==> src/rtl/sysx_slave_port.sv <==
// sysX slave endpoint: samples the master's bus clock, select and MOSI into
// the local clock domain, decodes one command byte plus four data bytes, and
// turns them into single-cycle local register read/write strobes. Read data
// is returned MSB byte first on MISO. Also holds a level interrupt latch that
// is cleared by a completed read of a chosen register index.
module sysx_slave_port #(
    parameter logic [1:0] pAddress  = 2'd1,
    parameter logic [6:0] pIrqIndex = 7'h7F
) (
    input  logic        iClock,
    input  logic        iReset,
    input  logic        iBusClock,
    input  logic [1:0]  iBusSelect,
    input  logic [7:0]  iBusMOSI,
    output logic [7:0]  oBusMISO,
    output logic        oBusInterrupt,
    output logic [6:0]  oRegAddr,
    output logic [31:0] oRegData,
    output logic        oRegWrite,
    output logic        oRegRead,
    input  logic [31:0] iRegData,
    input  logic        iIrqRequest
);

    localparam logic [2:0] ST_IDLE     = 3'd0;
    localparam logic [2:0] ST_BEGIN    = 3'd1;
    localparam logic [2:0] ST_HIGHHIGH = 3'd2;
    localparam logic [2:0] ST_HIGH     = 3'd3;
    localparam logic [2:0] ST_LOW      = 3'd4;
    localparam logic [2:0] ST_LOWLOW   = 3'd5;
    localparam logic [2:0] ST_END      = 3'd6;
    localparam logic [2:0] ST_INVALID  = 3'd7;

    // Two-stage synchronizers for the asynchronous bus inputs
    logic       clk_s1_q, clk_s2_q, clk_prev_q;
    logic [1:0] sel_s1_q, sel_s2_q;
    logic [7:0] mosi_s1_q, mosi_s2_q;

    // Transaction state
    logic [2:0]  state_q,    state_d;
    logic        is_write_q, is_write_d;
    logic [6:0]  addr_q,     addr_d;
    logic [31:0] data_q,     data_d;
    logic [23:0] shift_q,    shift_d;
    logic [31:0] rdata_q,    rdata_d;
    logic [7:0]  miso_q,     miso_d;
    logic        write_q,    write_d;
    logic        read_q,     read_d;
    logic        read_dly_q, read_dly_d;
    logic        irq_q,      irq_d;
    logic        int_q,      int_d;
    logic        armed_q,    armed_d;
    logic [1:0]  sync_vld_q, sync_vld_d;

    logic sel_s;
    logic e_s;
    logic clr_s;

    // Synchronize bus clock, select and MOSI with matching latency so the
    // sampled MOSI byte lines up with the detected bus-clock edge
    always_ff @(posedge iClock or posedge iReset) begin
        if (iReset) begin
            clk_s1_q   <= 1'b0;
            clk_s2_q   <= 1'b0;
            clk_prev_q <= 1'b0;
            sel_s1_q   <= 2'b00;
            sel_s2_q   <= 2'b00;
            mosi_s1_q  <= 8'h00;
            mosi_s2_q  <= 8'h00;
        end else begin
            clk_s1_q   <= iBusClock;
            clk_s2_q   <= clk_s1_q;
            clk_prev_q <= clk_s2_q;
            sel_s1_q   <= iBusSelect;
            sel_s2_q   <= sel_s1_q;
            mosi_s1_q  <= iBusMOSI;
            mosi_s2_q  <= mosi_s1_q;
        end
    end

    assign sel_s = (sel_s2_q == pAddress);
    assign e_s   = clk_s2_q & ~clk_prev_q;

    // Next-state, datapath and strobe decode for one bus transaction
    always_comb begin
        state_d    = state_q;
        is_write_d = is_write_q;
        addr_d     = addr_q;
        data_d     = data_q;
        shift_d    = shift_q;
        rdata_d    = rdata_q;
        miso_d     = miso_q;
        write_d    = 1'b0;
        read_d     = 1'b0;
        read_dly_d = 1'b0;
        clr_s      = 1'b0;
        sync_vld_d = {sync_vld_q[0], 1'b1};

        // A new transaction may only start after select has been seen
        // inactive once the synchronizers hold real data; this stops a select
        // that was held through reset from restarting a transaction.
        if (sync_vld_q[1] && !sel_s) begin
            armed_d = 1'b1;
        end else begin
            armed_d = armed_q;
        end

        if (!sel_s) begin
            state_d = ST_IDLE;
            miso_d  = 8'h00;
        end else begin
            read_dly_d = read_q;
            case (state_q)
                ST_IDLE: begin
                    if (armed_q) begin
                        state_d = ST_BEGIN;
                    end else begin
                        state_d = ST_IDLE;
                    end
                end
                ST_BEGIN: begin
                    if (e_s) begin
                        state_d    = ST_HIGHHIGH;
                        is_write_d = mosi_s2_q[7];
                        addr_d     = mosi_s2_q[6:0];
                        read_d     = ~mosi_s2_q[7];
                        shift_d    = 24'h000000;
                    end else begin
                        state_d = ST_BEGIN;
                    end
                end
                ST_HIGHHIGH: begin
                    if (e_s) begin
                        state_d = ST_HIGH;
                        if (is_write_q) begin
                            shift_d = {shift_q[15:0], mosi_s2_q};
                        end else begin
                            miso_d = rdata_q[23:16];
                        end
                    end else begin
                        state_d = ST_HIGHHIGH;
                    end
                end
                ST_HIGH: begin
                    if (e_s) begin
                        state_d = ST_LOW;
                        if (is_write_q) begin
                            shift_d = {shift_q[15:0], mosi_s2_q};
                        end else begin
                            miso_d = rdata_q[15:8];
                        end
                    end else begin
                        state_d = ST_HIGH;
                    end
                end
                ST_LOW: begin
                    if (e_s) begin
                        state_d = ST_LOWLOW;
                        if (is_write_q) begin
                            shift_d = {shift_q[15:0], mosi_s2_q};
                        end else begin
                            miso_d = rdata_q[7:0];
                        end
                    end else begin
                        state_d = ST_LOW;
                    end
                end
                ST_LOWLOW: begin
                    if (e_s) begin
                        state_d = ST_END;
                        miso_d  = 8'h00;
                        if (is_write_q) begin
                            // Only a complete word reaches oRegData
                            data_d  = {shift_q, mosi_s2_q};
                            write_d = 1'b1;
                        end else begin
                            clr_s = (addr_q == pIrqIndex);
                        end
                    end else begin
                        state_d = ST_LOWLOW;
                    end
                end
                ST_END: begin
                    if (e_s) begin
                        state_d = ST_INVALID;
                        miso_d  = 8'hFF;
                    end else begin
                        state_d = ST_END;
                    end
                end
                ST_INVALID: begin
                    state_d = ST_INVALID;
                    miso_d  = 8'hFF;
                end
                default: begin
                    state_d = ST_IDLE;
                    miso_d  = 8'h00;
                end
            endcase

            // Peripheral data is valid the cycle after the read strobe
            if (read_dly_q && (state_q == ST_HIGHHIGH)) begin
                rdata_d = iRegData;
                miso_d  = iRegData[31:24];
            end else begin
                rdata_d = rdata_d;
            end
        end

        // A new request wins over a simultaneous clear
        if (iIrqRequest) begin
            irq_d = 1'b1;
        end else if (clr_s) begin
            irq_d = 1'b0;
        end else begin
            irq_d = irq_q;
        end
        int_d = irq_q;
    end

    // State and output registers
    always_ff @(posedge iClock or posedge iReset) begin
        if (iReset) begin
            state_q    <= ST_IDLE;
            is_write_q <= 1'b0;
            addr_q     <= 7'h00;
            data_q     <= 32'h00000000;
            shift_q    <= 24'h000000;
            rdata_q    <= 32'h00000000;
            miso_q     <= 8'h00;
            write_q    <= 1'b0;
            read_q     <= 1'b0;
            read_dly_q <= 1'b0;
            irq_q      <= 1'b0;
            int_q      <= 1'b0;
            armed_q    <= 1'b0;
            sync_vld_q <= 2'b00;
        end else begin
            state_q    <= state_d;
            is_write_q <= is_write_d;
            addr_q     <= addr_d;
            data_q     <= data_d;
            shift_q    <= shift_d;
            rdata_q    <= rdata_d;
            miso_q     <= miso_d;
            write_q    <= write_d;
            read_q     <= read_d;
            read_dly_q <= read_dly_d;
            irq_q      <= irq_d;
            int_q      <= int_d;
            armed_q    <= armed_d;
            sync_vld_q <= sync_vld_d;
        end
    end

    assign oBusMISO      = miso_q;
    assign oBusInterrupt = int_q;
    assign oRegAddr      = addr_q;
    assign oRegData      = data_q;
    assign oRegWrite     = write_q;
    assign oRegRead      = read_q;

endmodule

==> config.mk <==
export PLATFORM = sky130hd
export DESIGN_NAME = sysx_slave_port
export DESIGN_NICKNAME = d
export VERILOG_FILES = /design/src/rtl/sysx_slave_port.sv
export SDC_FILE = /design/constraint.sdc
export NUM_CORES = 1
export LEC_CHECK = 0
export ABC_AREA = 1
export ABC_CLOCK_PERIOD_IN_PS = 10000
export CORE_MARGIN = 2
export CORE_UTILIZATION = 35
export DETAILED_ROUTE_END_ITERATION = 8
export SETUP_SLACK_MARGIN = 0.05
export SYNTH_ARGS = -nofsm -noshare
export SYNTH_HDL_FRONTEND = slang
export SYNTH_SLANG_ARGS = --single-unit
==> constraint.sdc <==
create_clock -name iClock -period 10 [get_ports iClock]
set_clock_uncertainty 0.1 [all_clocks]
set_input_delay 1 -clock iClock [delete_from_list [all_inputs] [get_ports iClock]]
set_output_delay 1 -clock iClock [all_outputs]
set_load 0.02 [all_outputs]
Yosys cells after proc, flatten, opt, wreduce, memory -nomap -nowiden
Index checks and enable logic that the tools add are counted.
- bitwise gates (word level): 3
- eq/ne operators: 21
- order comparisons: 0
- muxes and demuxes: 38
- reductions and logical operators: 12
- shifts and indexed selects: 0
- add/subtract/negate cells: 0
- $mul: 0
- divide/modulo/power cells: 0
- operators with widths (cell ; number):
    2-to-1 mux 8 bit ; 10
    2-to-1 mux 24 bit ; 3
    case mux 24 bit (2 select lines) ; 1
    case mux 8 bit (6 select lines) ; 1
    != test 4 bit, second input constant ; 6
    case mux 3 bit (8 select lines) ; 1
    2-to-1 mux 1 bit ; 18
    == test 3 bit, second input constant ; 4
    AND reduction 9 bit ; 1
    != test 4 x 3 -> 1 bit, second input constant ; 2
    != test 8 x 1 -> 1 bit, second input constant ; 1
    == test 7 bit, second input constant ; 1
    == test 3 x 2 -> 1 bit, second input constant ; 2
    2-to-1 mux 3 bit ; 2
    AND reduction 5 bit ; 1
    2-to-1 mux 2 bit ; 2
    != test 2 x 1 -> 1 bit, second input constant ; 2
    AND reduction 4 bit ; 1
    nonzero test 2 bit ; 2
    == test 3 x 1 -> 1 bit, second input constant ; 1
    logical NOT 3 bit ; 1
    AND reduction 3 bit ; 1
    OR reduction 3 bit ; 1
    == test 2 x 1 -> 1 bit, second input constant ; 1
    6 further kinds ; 8
- bits in read-only memories: 0
- bits in registers: 130
- word-level logic and storage cells: 95
- latch bits: 0
- bits in writable memories: 0
- memories: 0

Logic depth before layout (Yosys ltp)
Gate-level depths: netlist of run 1.
- word-level depth: 7
- mapped depth: 10

Least setup slack after synthesis of run 1
No wires, ideal clock.
- path type: reg-to-output
- start point: reg addr_q[1], in the netlist oRegAddr[1]
- end point: out oRegAddr[1]
- data arrival time: 437 ps
- path slack: 8463 ps
- buffers on the path: 0
- required time: 8900 ps
- stages on the path, launching flop included: 1
- cells stage by stage: dfrtp_1
- RTL lines (element ; line ; source):
    from (decl) ; 42 ; logic [6:0] addr_q, addr_d;
    from (signal assigned) ; 241 ; addr_q <= addr_d;
    to (decl) ; 17 ; output logic [6:0] oRegAddr,
No word-level cell between the ends.

Worst setup path in the final report of run 1
- start point: reg state_q[2]
- end point: reg shift_q[14]
- word-level cells in the longest chain between the ends: 4
- elaborated cells between the ends (all ways): 11
- RTL lines (element ; line ; source):
    from (decl) ; 40 ; logic [2:0] state_q, state_d;
    from (signal assigned) ; 239 ; state_q <= state_d;
    == test 3 x 2 -> 1 bit or == test 3 bit (tied branches) ; 113 ; case (state_q)
    OR reduction 3 bit (no line) ; n/a ;
    != test 2 x 1 -> 1 bit (no line) or nonzero test 2 bit (tied branches) ; n/a ;
    AND reduction 5 bit (no line) ; n/a ;
    to (signal assigned) ; 243 ; shift_q <= shift_d;
    to (decl) ; 44 ; logic [23:0] shift_q, shift_d;
Parallel ways exist; a longest one is shown, timed or not.
A chain may end at the register's enable or synchronous reset.

==> results.toml, run 1 <==
[timing]
slew_viol_final = 0
fmax_mhz = 370
rsz0062_at_grt = "false"
period_share = 0.270
max-slew-margin-rel = 0.359
period_needed_ns = 2.70
worst_pin_slew_ns = 0.960
final-hold-violation-count = 0
setup_tns_ns = 0
setup_violations = 0

[critical_path]
path_cells = "inv_2 -> nand3_1 -> nand3_2 -> nand3_4 -> nand2_4 -> nand3_1 -> nand2_1"
timing.critical_path.buf_inv = 1
critPathArrivalTime_ns = 2.90
crit_family = "simple AND/OR/NAND/NOR gates"
crit_fanout = 25
crit_type = "reg -> reg"
critPathMaxStageDelay_ns = 0.72
cpMostUsedCell = "nand3_1"
endpoint_kind = "flop"
required_ns = 10.20
critPathSlowestCell = "dfrtp_1"
start_kind = "flop"

[floorplan]
rows = 44
dieArea_um2 = 16100
ios = 96
start_util = 0.360
coreArea_um2 = 14600
die_w_um = 127
die_h_um = 127

[drt]
dr.pass1.iters = 5
totalWireLength_um = 11600
drt_iter0_drc = 322
vias_per_cell = 4.76
drc = 0
wl_per_cell_um = 13.6
vias = 4035
antenna_left = 0

[run]
drv_cap = 0

[power_and_ir_drop]
p_sw_uw = 281
peakVddDrop_v = 0.000104
p_per_area_nw_per_um2 = 176
seqPwrFrac = 0.457
swShare = 0.234
power_leakage_uw = 0.00335
comb_power_share = 0.053
internal-power_uw = 919
power.total_uw = 1200
power_frac_clock = 0.491

[placement]
hpwlAfterDp_um = 7920
io_buffers = 95
gp_congestion = 0.769

[hold_path]
min_path_type = "reg -> reg"

[cts]
postCtsSetupBuffers = 0
cts_buffers = 17
clock_latency_ns = 0.41
cts_resized = 0
path_clk_slew_ns = 0.06
cts_max_path_buffers = 2
ctsRootBufferMaster = "clkbuf_16"
holdBufCountCts = 0
cts-htree-levels = 4
clock-sinks = 130
cts_tree = "done"

[global_routing]
grt_overflow = 0
grt_max_degree = 70
antenna_found_initial = 0
grtUsageTotal = 0.153
grt_pass1_wl_um = 19400
grt_pass1_vias = 3936

[synth]
synth_seq_cells = 130
syn_inst = 566
ys_seq_area_frac = 0.617
synthesis.nets = 612
synthDistinctLibCells = 26
synth_warnings = 0
avgSynthCellArea_um2 = 9.31
syn-cell-area_um2 = 5270

[finish]
final_common_cell = "nand2_1"
final_nets = 697
final_cell_mix = "nand2_1, dfrtp_1, nand3_1"
areaGrowthSynthToFinish_pct = 29.7
drive_gt1_frac = 0.0738
n_antenna_cell = 0

[outcome]
status = "complete, no violations"
[cell families (layout without fill, tap and decap cells)]
| kind of cell | Yosys count | after routing | share of synthesized area |
|---|---|---|---|
| AND/OR/NAND/NOR | 362 | 362 | 0.308 |
| flip-flops | 130 | 130 | 0.617 |
| buffers and inverters | 52 | 150 | 0.0534 |
| other | 1 | 1 | 0.000712 |
| AO/OA/AOI/OAI | 21 | 21 | 0.0207 |
[Yosys cell counts]
library cell	n	share of area
nand2_1	216	0.15
dfrtp_1	130	0.62
nand3_1	101	0.096
nor2_1	23	0.016
inv_1	19	0.014
o21ai_0	17	0.016
buf_2	12	0.011
buf_6	8	0.017
nand4_1	8	0.0095
clkbuf_1	6	0.0043
a21oi_1	3	0.0028
buf_4	3	0.0043
inv_2	3	0.0021
nand2_2	2	0.0024
nand3_2	2	0.0038
nand3_4	2	0.0066
nor2_8	2	0.0076
a221oi_1	1	0.0017
buf_1	1	0.00071
conb_1	1	0.00071
nand2_4	1	0.0021
nand4_4	1	0.0040
nor2_2	1	0.0012
nor2_4	1	0.0021
or2_1	1	0.0012
or2_2	1	0.0012
[state kept, by name (all words and copies together), names as in the netlist]
name / count
sel_s1_q: 2
oRegAddr: 7
oRegRead: 1
clk_prev_q: 1
clk_s1_q: 1
oRegData: 32
armed_q: 1
clk_s2_q: 1
oRegWrite: 1
is_write_q: 1
sync_vld_q: 2
oBusMISO: 8
shift_q: 24
state_q: 3
int_d: 1
sel_s2_q: 2
mosi_s1_q: 8
rdata_q: 24
oBusInterrupt: 1
mosi_s2_q: 8
read_dly_q: 1
[layer usage]
metal	vias to the layer above	routed length, µm	GRT usage
li1	1997	-	-
met1	1911	5220	0.203
met2	109	5640	0.239
met3	18	544	0.0430
met4	0	174	0.0595
met5	-	0	0
[layout make-up]
| cell class | instances | area, µm² |
|---|---|---|
| multi-input combinational | 384 | 1740 |
| timing repair buffer | 96 | 958 |
| inverter | 22 | 85.1 |
| clock inverter | 13 | 128 |
| tap | 184 | 230 |
| fill | 1425 | 7810 |
| sequential | 130 | 3250 |
| clock buffer | 19 | 443 |
[power by group through the flow]
stage	sequential [µW]	clock, µW	combinational, µW
after floorplan	561	0	23.7
after global placement	558	0	62.8
after detailed placement	558	0	64.6
after CTS	549	600	64.8
after global routing	550	625	69.5
final	549	589	63.1
[through the flow]
stage / instance area [µm²] / instances / hold WS (ns) / util / setup slack, ns
final: 6830 / 848 / 0.246 / 0.467 / 7.30
after floorplan: 5270 / 566 / 0.231 / - / 5.43
after global placement: 6260 / 816 / 0.233 / 0.428 / 7.01
after global routing: 6830 / 848 / 0.254 / 0.467 / 6.99
after detailed placement: 6260 / 816 / 0.235 / 0.428 / 6.95
after CTS: 6830 / 848 / 0.249 / 0.467 / 7.34
[path summary, 6_finish.rpt]
kind                         startpoint            to  slack, ns  depth (start not counted)
setup / recovery             state_q[2]   shift_q[14]       7.30                          7
hold / removal             mosi_s1_q[3]  mosi_s2_q[3]       0.25                          0
setup reg to reg             state_q[2]   shift_q[14]       7.30                          7
hold reg to reg            mosi_s1_q[3]  mosi_s2_q[3]       0.25                          0
max in group asynchronous        iReset  oRegData[14]       7.52                          3
min in group asynchronous        iReset   sel_s1_q[1]       1.00                          2
[worst reg2reg max path, stage by stage, from the launching register on]
cell and delay, ns:
dfrtp_1 0.72, inv_2 0.25, nand3_1 0.19, nand3_2 0.44, nand3_4 0.44, nand2_4 0.24
nand3_1 0.15, nand2_1 0.07
Note: power is estimated with default switching activity, not from simulation.
==> run 2: changes to the inputs <==
ABC_CLOCK_PERIOD_IN_PS = 2350   (was 10000)
clock period = 2.35 ns   (was 10 ns; I/O delays follow)
==> results.toml, run 2 (same netlist as run 1, synthesis figures left out) <==
[outcome]
status = "complete, no violations"

[power_and_ir_drop]
p_sw_uw = 1130
comb_power_share = 0.051
internal-power_uw = 4240
peakVddDrop_v = 0.000439
power_frac_clock = 0.514
power_leakage_uw = 0.00343
swShare = 0.210
p_per_area_nw_per_um2 = 772
power.total_uw = 5370
seqPwrFrac = 0.435

[critical_path]
crit_type = "reg -> reg"
required_ns = 2.60
crit_fanout = 26
endpoint_kind = "flop"
crit_start = "state_q[0]"
r2r_start = "state_q[0]"
start_kind = "flop"
critPathArrivalTime_ns = 2.27
reg2reg_slack_ns = 0.34

[timing]
period_share = 0.857
max-slew-margin-rel = 0.544
rsz0062_at_grt = "false"
worst_pin_slew_ns = 0.683
setup_violations = 0
slew_viol_final = 0
final-hold-violation-count = 0
setup_tns_ns = 0
period_needed_ns = 2.01
fin_ws_ns = 0.335
fmax_mhz = 496

[cts]
cts_max_path_buffers = 2
cts_buffers = 17
holdBufCountCts = 0
path_clk_slew_ns = 0.05
cts_resized = 0
ctsRootBufferMaster = "clkbuf_16"
clock-sinks = 130
cts_tree = "done"
cts-htree-levels = 4
clock_latency_ns = 0.42
postCtsSetupBuffers = 0

[global_routing]
grt_overflow = 0
grt_pass1_vias = 4190
grtUsageTotal = 0.161
grt_pass1_wl_um = 20600
antenna_found_initial = 0
grt_max_degree = 131

[run]
drv_cap = 0

[finish]
fin_area_um2 = 6960
final_nets = 705
final_cell_mix = "nand2_1, dfrtp_1, nand3_1"
final_common_cell = "nand2_1"
largest_register_ff_count = 32
drive_gt1_frac = 0.0833
fin_util = 0.475
areaGrowthSynthToFinish_pct = 32.0
n_antenna_cell = 0

[drt]
vias_per_cell = 4.76
dr.pass1.iters = 4
met1Wirelength_um = 5240
wl_met3_um = 477
drt_iter0_drc = 320
wl_per_cell_um = 13.7
vias = 4072
drc = 0
antenna_left = 0
routed.top_layer = "met4"
totalWireLength_um = 11800
met2_length_um = 5830

[placement]
dpl_worst_slack_ns = 0.344
gp_congestion = 0.826
io_buffers = 95
place_area_um2 = 6340
hpwlAfterDp_um = 8020

[floorplan]
dieArea_um2 = 16100
rows = 44
start_util = 0.360
die_w_um = 127
coreArea_um2 = 14600
die_h_um = 127
ios = 96

[hold_path]
min_path_type = "in -> reg"
hp-start = "iBusSelect[1]"
run 2: power by group through the flow:
stage               Clock, µW  Combinational (µW)  Sequential, µW
floorplan                   0                 101            2390
global placement            0                 275            2370
detailed placement          0                 282            2370
CTS                      2810                 282            2340
global route             2900                 305            2340
finish                   2760                 275            2340
run 2: final cells by class:
| cell class | count | area, µm² |
|---|---|---|
| Fill cell | 1400 | 7690 |
| Sequential cell | 130 | 3250 |
| Multi-Input combinational cell | 384 | 1740 |
| Timing Repair Buffer | 104 | 1030 |
| Clock buffer | 21 | 460 |
| Tap cell | 184 | 230 |
| Clock inverter | 11 | 159 |
| Inverter | 22 | 86.3 |
run 2: per-layer routing:
metal / vias up / GRT usage
met5: - / 0
met3: 18 / 0.0371
met4: 0 / 0.0718
met1: 1952 / 0.210
li1: 2004 / -
met2: 98 / 0.259
run 2: final timing paths:
path                                     end  cells after the start
worst max-delay path            oRegData[24]                      6
worst max register to register  oRegData[24]                      6
max in group asynchronous         rdata_q[3]                      3
worst min register to register  mosi_s2_q[0]                      0
min in group asynchronous        sel_s1_q[0]                      3
worst min-delay path             sel_s1_q[1]                      1
run 2: worst max-delay path, cell delays in order (launching register included):
cell and delay, ns:
dfrtp_1 0.58, inv_1 0.14, nor2_2 0.27, nand4_4 0.26
inv_2 0.40, nand2_1 0.11, nand2_1 0.08
run 2: through the flow:
stage / hold WS (ns) / cells
after global routing: 0.138 / 856
after CTS: 0.137 / 856
after global placement: 0.232 / 824
after floorplan: 0.166 / 566
after detailed placement: 0.235 / 824
final: 0.154 / 856
==> run 3: changes to the inputs <==
CORE_MARGIN = 3   (was 2)
PLACE_DENSITY = 0.65   (was default)
SLEW_MARGIN = 25   (was default)
==> results.toml, run 3 (same netlist as run 1, synthesis figures left out) <==
[placement]
place_area_um2 = 6340
gp_congestion = 0.774
dpl.cell_count = 824
io_buffers = 95
hpwlAfterDp_um = 8310

[critical_path]
critPathMaxStageDelay_ns = 0.61
reg2reg_slack_ns = 0.35
critPathSlowestCell = "dfrtp_1"
endpoint_kind = "flop"
required_ns = 2.55
start_kind = "flop"
cpMostUsedCell = "nand2_1"
critPathArrivalTime_ns = 2.20
crit_fanout = 24
crit_type = "reg -> reg"
r2r_start = "state_q[1]"
crit_start = "state_q[1]"
worst-r2r-cell-count = 7
path_cells = "inv_1 -> nor2_1 -> nand3_2 -> inv_2 -> nand2_2 -> nand2_1 -> nand2_1"
r2r_end = "rdata_q[18]"

[global_routing]
antenna_found_initial = 0
grt_max_degree = 95
grt_pass1_wl_um = 20200
grt_overflow = 0
grt_pass1_vias = 4124
grtUsageTotal = 0.153

[drt]
totalWireLength_um = 11800
wl_per_cell_um = 13.8
vias = 4110
dr.pass1.iters = 6
drt_iter0_drc = 305
drc = 0
vias_per_cell = 4.80
antenna_left = 0

[finish]
final_cell_mix = "nand2_1, dfrtp_1, nand3_1"
drive_gt1_frac = 0.0833
final_common_cell = "nand2_1"
fin_area_um2 = 6900
largest_register_ff_count = 32
n_antenna_cell = 0
areaGrowthSynthToFinish_pct = 30.8
final_cells = 856
fin_util = 0.471
final_nets = 705

[timing]
period_needed_ns = 2.00
slew_viol_final = 0
rsz0062_at_grt = "false"
setup_violations = 0
worst_pin_slew_ns = 0.517
final-hold-violation-count = 0
setup_tns_ns = 0
max-slew-margin-rel = 0.655
period_share = 0.850
fmax_mhz = 501

[floorplan]
coreArea_um2 = 14600
dieArea_um2 = 16600
ios = 96
die_h_um = 129
start_util = 0.360
die_w_um = 129
rows = 44

[power_and_ir_drop]
p_per_area_nw_per_um2 = 737
peakVddDrop_v = 0.000511
power_leakage_uw = 0.00338

[cts]
path_clk_slew_ns = 0.06
cts_buffers = 17
postCtsSetupBuffers = 0
cts-htree-levels = 4
clock-sinks = 130
clock_latency_ns = 0.42
cts_max_path_buffers = 2
cts_tree = "done"
holdBufCountCts = 0
cts_resized = 0
ctsRootBufferMaster = "clkbuf_16"

[outcome]
status = "complete, no violations"

[hold_path]
min_path_type = "in -> reg"
hold_end = "sel_s1_q[1]"
hp-start = "iBusSelect[1]"
min_path_cells = 1

[run]
drv_cap = 0
==> run 3: where the power goes <==
part | internal [µW] | switching, µW | leakage (µW) | total, µW
clock | 1470 | 999 | 0.000261 | 2470
sequential | 2290 | 44.0 | 0.00161 | 2330
combinational | 129 | 147 | 0.00151 | 276
==> run 3: area by class of cell <==
class                           count  area (µm²)
Inverter                           22        86.3
Clock inverter                     13         126
Clock buffer                       19         433
Multi-Input combinational cell    384        1740
Tap cell                          184         230
Timing Repair Buffer              104        1030
Fill cell                        1391        7750
Sequential cell                   130        3250
==> run 3: critical path: cells and delay by family (launching register included) <==
family | cells | cell delay, ns
buffers and inverters | 2 | 0.36
DFF | 1 | 0.61
and+or+nand+nor | 5 | 0.83
==> run 3: worst max path at each step <==
stage | slack, ns | cells after the start | to
after floorplan | 0.41 | 1 | armed_q
after global placement | 0.41 | 5 | rdata_q[19]
after detailed placement | 0.39 | 5 | rdata_q[18]
after CTS | 0.35 | 5 | rdata_q[18]
after global routing | 0.13 | 7 | rdata_q[19]
final | 0.35 | 7 | rdata_q[18]
==> run 3: through the flow <==
step / worst slack [ns] / total power (µW) / hold slack, ns
after CTS: 0.354 / 5150 / 0.134
after detailed placement: 0.385 / 2660 / 0.236
final: 0.353 / 5080 / 0.155
after global placement: 0.406 / 2650 / 0.234
after floorplan: 0.406 / 2490 / 0.166
after global routing: 0.131 / 5280 / 0.137
==> run 3: metal layers <==
metal	GRT usage	up-vias	wire length [µm]
met5	0	-	0
met1	0.198	1959	5160
met4	0.0642	0	210
met3	0.0390	16	597
li1	-	2005	-
met2	0.245	130	5880
